===== src/rtl/i2s_audio_transmitter.sv =====
// i2s_audio_transmitter: I2S master transmitter, stereo samples MSB-first, one-frame holding buffer.
// Ports: clk, rst (async, active-high); in_left/in_right/in_valid/in_ready source handshake;
//        sck/ws/sd I2S bus; frame_start and underrun one-clk pulses on the frame-load cycle.
// Macro I2S_TX_UNDERRUN_REPEAT_EN: an underrun re-sends the last transmitted pair instead of zeros.
module i2s_audio_transmitter #(
  parameter int SAMPLE_WIDTH = 24,
  parameter int SLOT_WIDTH   = 32,
  parameter int SCK_DIV_LOG2 = 3
) (
  input  logic                    clk,
  input  logic                    rst,
  input  logic [SAMPLE_WIDTH-1:0] in_left,
  input  logic [SAMPLE_WIDTH-1:0] in_right,
  input  logic                    in_valid,
  output logic                    in_ready,
  output logic                    sck,
  output logic                    ws,
  output logic                    sd,
  output logic                    frame_start,
  output logic                    underrun
);
  localparam int CW = SCK_DIV_LOG2 + 1;
  localparam int PW = $clog2(2 * SLOT_WIDTH);
  localparam logic [PW-1:0] LAST = PW'(2 * SLOT_WIDTH - 1);
  logic [CW-1:0] cnt;
  logic [PW-1:0] pos, pos_n;
  logic fall_tick, load, accept, left_bit, right_bit, hold_full;
  logic [SAMPLE_WIDTH-1:0] hold_l, hold_r, sh_l, sh_r, load_l, load_r;
  assign fall_tick   = &cnt;
  assign load        = fall_tick && pos == LAST;
  assign pos_n       = load ? '0 : pos + 1'b1;
  // sd is registered together with pos, so the bit windows are judged on the upcoming position
  assign left_bit    = pos_n >= PW'(1) && pos_n <= PW'(SAMPLE_WIDTH);
  assign right_bit   = pos_n >= PW'(SLOT_WIDTH + 1) && pos_n <= PW'(SLOT_WIDTH + SAMPLE_WIDTH);
  assign sck         = cnt[CW-1];
  assign in_ready    = !hold_full;
  assign accept      = in_valid && !hold_full;
  assign frame_start = load;
  assign underrun    = load && !hold_full;
`ifdef I2S_TX_UNDERRUN_REPEAT_EN
  logic [SAMPLE_WIDTH-1:0] last_l, last_r;
  assign load_l = hold_full ? hold_l : last_l;
  assign load_r = hold_full ? hold_r : last_r;
  always_ff @(posedge clk or posedge rst)
    if (rst) begin
      last_l <= '0;
      last_r <= '0;
    end else if (load) begin
      last_l <= load_l;
      last_r <= load_r;
    end
`else
  assign load_l = hold_full ? hold_l : '0;
  assign load_r = hold_full ? hold_r : '0;
`endif
  always_ff @(posedge clk or posedge rst)
    if (rst) begin
      cnt <= '0;
      pos <= '0;
      ws  <= 1'b0;
      sd  <= 1'b0;
      sh_l <= '0;
      sh_r <= '0;
    end else begin
      cnt <= cnt + 1'b1;
      if (fall_tick) begin
        pos <= pos_n;
        ws  <= pos_n >= PW'(SLOT_WIDTH);
        sd  <= left_bit ? sh_l[SAMPLE_WIDTH-1] : right_bit & sh_r[SAMPLE_WIDTH-1];
        if (load) begin
          sh_l <= load_l;
          sh_r <= load_r;
        end else begin
          if (left_bit) sh_l <= {sh_l[SAMPLE_WIDTH-2:0], 1'b0};
          if (right_bit) sh_r <= {sh_r[SAMPLE_WIDTH-2:0], 1'b0};
        end
      end
    end
  // a load and an accept never coincide with a full buffer, so accept wins only when it was empty
  always_ff @(posedge clk or posedge rst)
    if (rst) begin
      hold_full <= 1'b0;
      hold_l <= '0;
      hold_r <= '0;
    end else if (accept) begin
      hold_full <= 1'b1;
      hold_l <= in_left;
      hold_r <= in_right;
    end else if (load) begin
      hold_full <= 1'b0;
    end
endmodule


===== config.mk =====
export PLATFORM = sky130hd
export DESIGN_NAME = i2s_audio_transmitter
export DESIGN_NICKNAME = d
export VERILOG_FILES = /design/src/rtl/i2s_audio_transmitter.sv
export SDC_FILE = /design/constraint.sdc
export NUM_CORES = 1
export LEC_CHECK = 0
export BUFFER_PORTS_ARGS = -buffer_cell sky130_fd_sc_hd__buf_2
export CAP_MARGIN = 10
export CORE_ASPECT_RATIO = 1.25
export CORE_MARGIN = 8
export CORE_UTILIZATION = 30
export CTS_CLUSTER_SIZE = 10
export DETAILED_ROUTE_END_ITERATION = 8
export HOLD_SLACK_MARGIN = 0.03
export PLACE_DENSITY_LB_ADDON = 0.2
export SLEW_MARGIN = 20
export SYNTH_ARGS = -nofsm -noshare
export SYNTH_HDL_FRONTEND = slang
export SYNTH_SLANG_ARGS = --single-unit

===== constraint.sdc =====
create_clock -name clk -period 3.15 [get_ports clk]
set_clock_uncertainty 0.15 [all_clocks]
set_input_delay 0.315 -clock clk [delete_from_list [all_inputs] [get_ports clk]]
set_output_delay 0.315 -clock clk [all_outputs]
set_load 0.05 [all_outputs]

=== Yosys cells after proc, flatten, opt, wreduce, memory -nomap -nowiden ===
Cells that the tools add are included.

* Bits in registers: 109
* Input port bits: 51
* Word-level logic and storage cells: 40

* Add/subtract/negate cells: 2
* Magnitude comparators: 5
* Equal/unequal tests: 1
* Mux-type cells: 10
* Bitwise operators: 1
* Reduce and logical (&&, ||, !) cells: 12

{| class="wikitable"
|+ Operators with widths
! cell !! count
|-
| 2-to-1 mux 24 bit || 6
|-
| >= comparator 6 bit (second input constant) || 2
|-
| AND reduction 5 bit || 2
|-
| adder 6 x 1 -> 6 bit (second input constant) || 1
|-
| equality test 6 bit (second input constant) || 1
|-
| >= comparator 6 x 1 -> 1 bit (second input constant) || 1
|-
| less-or-equal comparator 6 x 5 -> 1 bit (second input constant) || 1
|-
| less-or-equal comparator 6 bit (second input constant) || 1
|-
| 2-to-1 mux 6 bit || 1
|-
| nonzero test 2 bit || 3
|-
| logical AND 1 bit || 5
|-
| adder 4 x 1 -> 4 bit (second input constant) || 1
|-
| AND reduction 4 bit || 1
|-
| 2-to-1 mux 1 bit || 3
|-
| AND 1 bit || 1
|-
| zero test 1 bit || 1
|}

=== Depth between registers and ports, before layout ===
* Depth in word-level cells: 7
* Gate-level depth with buffers: 9
* Gate-level depth less buffers: 7

=== Worst setup path before layout ===
Ideal clock, no wire load.

* Path kind: register to register
* Start: register cnt[3]
* End: register sh_r[2]
* Library setup time: 0.126 ns
* Arrival: 2.203 ns
* Setup slack: 0.671 ns
* Stages on the path, launching flop included: 8
* Path buffers: 2
* Period minus slack after synthesis: 2.479 ns
* Cell sequence: dfrtp_1 and3_1 clkbuf_1 nand2_1 inv_1 o21ai_4 buf_6 a221o_1

* Cells in the longest elaborated chain, start to end: 7
* Elaborated cells on any way between the ends: 9
* Classes of those cells: order compare: 2; mux: 2; reduce/logical: 5

{| class="wikitable"
|+ Ends and longest elaborated chain
! item !! RTL line !! source
|-
| from (decl) || 25 || <nowiki>logic [CW-1:0] cnt;</nowiki>
|-
| from (signal assigned) || 65 || <nowiki>cnt <= cnt + 1'b1;</nowiki>
|-
| AND reduction 4 bit * || 29 || <nowiki>assign fall_tick = &cnt;</nowiki>
|-
| logical AND 1 bit * || 30 || <nowiki>assign load = fall_tick && pos == LAST;</nowiki>
|-
| net frame_start || 19 || <nowiki>output logic frame_start,</nowiki>
|-
| 2-to-1 mux 6 bit || 31 || <nowiki>assign pos_n = load ? '0 : pos + 1'b1;</nowiki>
|-
| >= comparator 6 bit or less-or-equal comparator 6 bit (tied branches) || 34 || <nowiki>assign right_bit = pos_n >= PW'(SLOT_WIDTH + 1) && pos_n <= PW'(SLOT_WIDTH + SAMPLE_WIDTH);</nowiki>
|-
| logical AND 1 bit || 34 ||
|-
| nonzero test 2 bit (no source line) || -- ||
|-
| AND reduction 5 bit (no source line) || -- ||
|-
| to (signal assigned) || 72 || <nowiki>sh_r <= load_r;</nowiki>
|-
| to (signal assigned) || 75 || <nowiki>if (right_bit) sh_r <= {sh_r[SAMPLE_WIDTH-2:0], 1'b0};</nowiki>
|-
| to (decl) || 28 || <nowiki>logic [SAMPLE_WIDTH-1:0] hold_l, hold_r, sh_l, sh_r, load_l, load_r;</nowiki>
|}

Mark *: on every way through the listed nets, which the timed path passes. The rest lies on a longest branch.
A chain may end at the register's enable or synchronous reset.

=== Final worst setup path ===
* Start: register pos[0]
* End: output port underrun

* Cells in the longest elaborated chain, start to end: 3

{| class="wikitable"
|+ Ends and longest elaborated chain
! item !! RTL line !! source
|-
| from (decl) || 26 || <nowiki>logic [PW-1:0] pos, pos_n;</nowiki>
|-
| from (signal assigned) || 67 || <nowiki>pos <= pos_n;</nowiki>
|-
| equality test 6 bit || 30 ||
|-
| logical AND 1 bit || 30 ||
|-
| logical AND 1 bit || 39 || <nowiki>assign underrun = load && !hold_full;</nowiki>
|-
| to (decl) || 20 || <nowiki>output logic underrun</nowiki>
|}

Every way passes these cells.

==> impl_summary.txt <==
----------------------------------------------------
[Power]
  Combinational power share ... 0.122
  Cell area power density ... 567 mW/mm^2
  Internal power component ... 0.00245 W
  VDD IR-drop max ... 0.000228 V
  P_sw ... 0.000766 W
  LEAKAGE ... 2.63 nW
  Part of the power in the clock network ... 0.332
  Sequential share of power ... 0.546
  Net switching share of the total power ... 0.238

[Die]
  Row Count ... 52
  Top-Level Pins ... 57
  Placeable Area ... 0.0159 mm^2
  Effective utilization at floorplan ... 0.302
  Die Span X ... 129 um
  Height of the chip ... 158 um
  Floorplan die area ... 0.0204 mm^2

[Placed design]
  Number of input and output port buffers inserted ... 56
  Post-place instance area ... 0.00527 mm^2
  Hpwl dp ... 6720 um
  Last weighted congestion value of the routability-driven placer ... 0.811

[Synthesis]
  Cell taking the most area after synthesis ... sky130_fd_sc_hd__dfrtp_1
  Number of cells produced by synthesis ... 386
  Leading register cell type out of synthesis ... sky130_fd_sc_hd__dfrtp_1
  Share of the synthesized area in the top cell type ... 0.567
  Multiplexer fraction of the synthesized cell area ... 0.112
  Leading post-synthesis cells by cell area ... sky130_fd_sc_hd__dfrtp_1 57%, sky130_fd_sc_hd__mux2_2 11%, sky130_fd_sc_hd__a221o_1 4.8%
  Main combinational cell family by area after synthesis ... compound AO/OA/AOI/OAI gates
  Post-Synthesis Net Count ... 441
  Synth cell types ... 42
  Share of synthesized area occupied by flip-flops and latches ... 0.567
  Fraction of synthesized cell area in xor and xnor cells ... 0.0127
  Number of flops mapped to enable cells by yosys ... 0
  Async S/R FF share, synth ... 1.00
  Post-synthesis instance area ... 0.00481 mm^2
  Simple-Gate Fraction of Synth Area ... 0.116
  Synthesized area divided by synthesized cell count ... 12.5 um^2
  Register bit count reported by yosys ... 109
  Yosys synthesis warning count ... 0
  Adder-cell share of the synthesized area ... 0.0104
  Complex-gate fraction of the synthesized area ... 0.139

[Layout]
  Cell area after layout ... 0.00568 mm^2
  Post-route core utilization ... 0.356
  Filler Cells Inserted ... 1,585
  Leading cell type in the layout, fill and taps excluded ... sky130_fd_sc_hd__dfrtp_1
  Area Growth Syn to Fin ... 18.0%
  Count of nets after finishing ... 500
  # diodes ... 0
  Share of post-route cells with drive strength above 1 ... 0.312
  Leading cell types in the layout, fill and taps excluded ... 109 x sky130_fd_sc_hd__dfrtp_1, 58 x sky130_fd_sc_hd__nand2_1, 56 x sky130_fd_sc_hd__buf_2

[Clocking]
  Number of buffers created by CTS ... 9
  Skew-Pair Late Insertion Delay ... 0.35 ns
  Deepest clock path buffer count ... 2
  CTS-repair resized insts ... 0
  Master cell of the clock root buffer ... sky130_fd_sc_hd__clkbuf_16
  Number of clock sinks seen by CTS ... 109
  Number of levels in the clock H-tree ... 3
  Clock tree from TritonCTS ... yes
  Worst-path clk slew ... 0.07 ns

[Timing]
  Crit share post-route ... 0.867
  Final hold viol count ... 0
  Setup violators final ... 0
  Top achievable clock speed ... 0.366 GHz
  Unrepaired setup endpoints after global routing ... false
  Number of max-slew violations in the final report ... 0
  Time the final worst path needs with I/O delays and setup ... 2.73 ns
  Total negative slack ... 0 ns
  Slew at the pin closest to its max-slew limit ... 0.635 ns
  Max-Slew Margin vs Limit ... 0.575

[Critical path]
  Sequence of cells on the critical path ... ha_1, and3_1, and3_1, nand2_1, nor2_1, buf_2
  Most frequent CP cell ... sky130_fd_sc_hd__and3_1
  Required time worst endpoint ... 2.68 ns
  Largest fanout of any net on the critical path ... 11
  Worst R2R Setup Slack ... 0.55 ns
  Classification of the worst setup path ... reg2out
  Critical Path Start Type ... flop
  Worst setup EP type ... output port
  Slowest stage cell, crit path ... sky130_fd_sc_hd__dfrtp_1
  Delay of the slowest critical-path stage ... 0.52 ns
  Arrival time at the worst endpoint ... 2.26 ns

[Route]
  Via/cell ratio ... 4.81
  Total Routed Length ... 10,100 um
  Number of search-and-repair iterations in the first detailed-routing pass ... 4
  Routed wire per std cell ... 15.1 um
  DR vias ... 3,200
  Drt first-iter violations ... 149
  Remaining antenna violation count after routing ... 0
  DRC errors left ... 0

[Global routing]
  First-pass GRT wire length ... 17,200 um
  Global-route usage over all layers ... 0.107
  Antenna violations before repair ... 0
  Largest net degree at the start of global routing ... 110
  Residual overflow from global routing ... 0
  Via count of the first global-routing pass ... 3,438

[Run status]
  Status ... completed

[Flow run]
  Number of maximum-capacitance violations ... 0

[Hold path]
  Worst hold path type ... in2reg

----------------------------------------------------
## cell families (layout without fill, tap and decap cells)
logic type	Yosys count	in the layout
adder cells (fa/ha/maj)	4	4
flip-flops	109	109
buffers and inverters	37	100
AO/OA/AOI/OAI	70	70
XOR/XNOR	7	7
AND/OR/NAND/NOR	111	111
multiplexers	48	48
## power groups by stage
stage,logic (W),clock network [W],registers (W)
floorplan,0.000307,0,0.00174
global placement,0.000381,0,0.00178
detailed placement,0.000392,0,0.00179
CTS,0.000405,0.00112,0.00177
global route,0.000446,0.00117,0.00180
finish,0.000392,0.00107,0.00176
## critical path, delay by kind of cell (launching register included)
family                   cells  cell delay, ns
adder cells (fa/ha/maj)      1            0.34
buffers and inverters        1            0.30
AND/OR/NAND/NOR              4            0.75
flip-flops                   1            0.52
## metal layers
metal  vias to the layer above  global-route usage  wire length, um
met4                         0              0.0499              227
met1                      1605               0.127             4460
met3                        16              0.0293              334
met5                         -                   0                0
li1                       1531                   -                -
met2                        48               0.177             5040
## flip-flops by register name, indices dropped and copies added, names as in the netlist
name       count
sh_r          24
hold_r        24
sh_l          24
pos            6
hold_full      1
ws             1
sd             1
hold_l        24
cnt            4
## per-stage QoR
stage	power (W)	instances	hold slack, ns	worst slack [ns]
6_report	0.00322	665	0.0465	0.420
5_1_grt	0.00342	665	0.0302	0.260
4_1_cts	0.00329	664	0.0316	0.423
3_5_place_dp	0.00218	637	0.311	0.565
3_3_place_gp	0.00217	637	0.301	0.633
2_1_floorplan	0.00205	386	0.285	0.671
## final cells by class
type / count / area, um^2 / area share
inverter: 8 / 33.8 / 0.00595
timing repair buffer: 77 / 483 / 0.0850
clock buffer: 12 / 256 / 0.0452
clock inverter: 3 / 21.3 / 0.00375
tap: 216 / 270 / 0.0476
multi-input combinational: 240 / 1890 / 0.332
sequential: 109 / 2730 / 0.480
## path summary, 6_finish.rpt
| check | start | endpoint | depth (start not counted) |
|---|---|---|---|
| min | in_right[6] | hold_r[6] | 2 |
| max | pos[0] | underrun | 6 |
| min in group asynchronous | rst | hold_r[16] | 4 |
| max in group asynchronous | rst | cnt[3] | 4 |
| max reg2reg | pos[0] | sh_l[13] | 8 |
| min reg2reg | cnt[0] | cnt[0] | 1 |
## cell usage after synthesis (all sizes together), types with 3 or more instances
cell    number
nand3        9
xor2         3
a21oi        4
o21ai       11
dfrtp      109
inv          8
nand2       58
ha           4
a221o       23
xnor2        4
and3        29
mux2        48
buf         17
o221a       23
clkbuf      12
## repair_timing
action	CTS	global route
endpoints found under the hold margin	98	1
setup buffers	0	0
hold buffers	12	1
(Power assumes the default switching activity.)
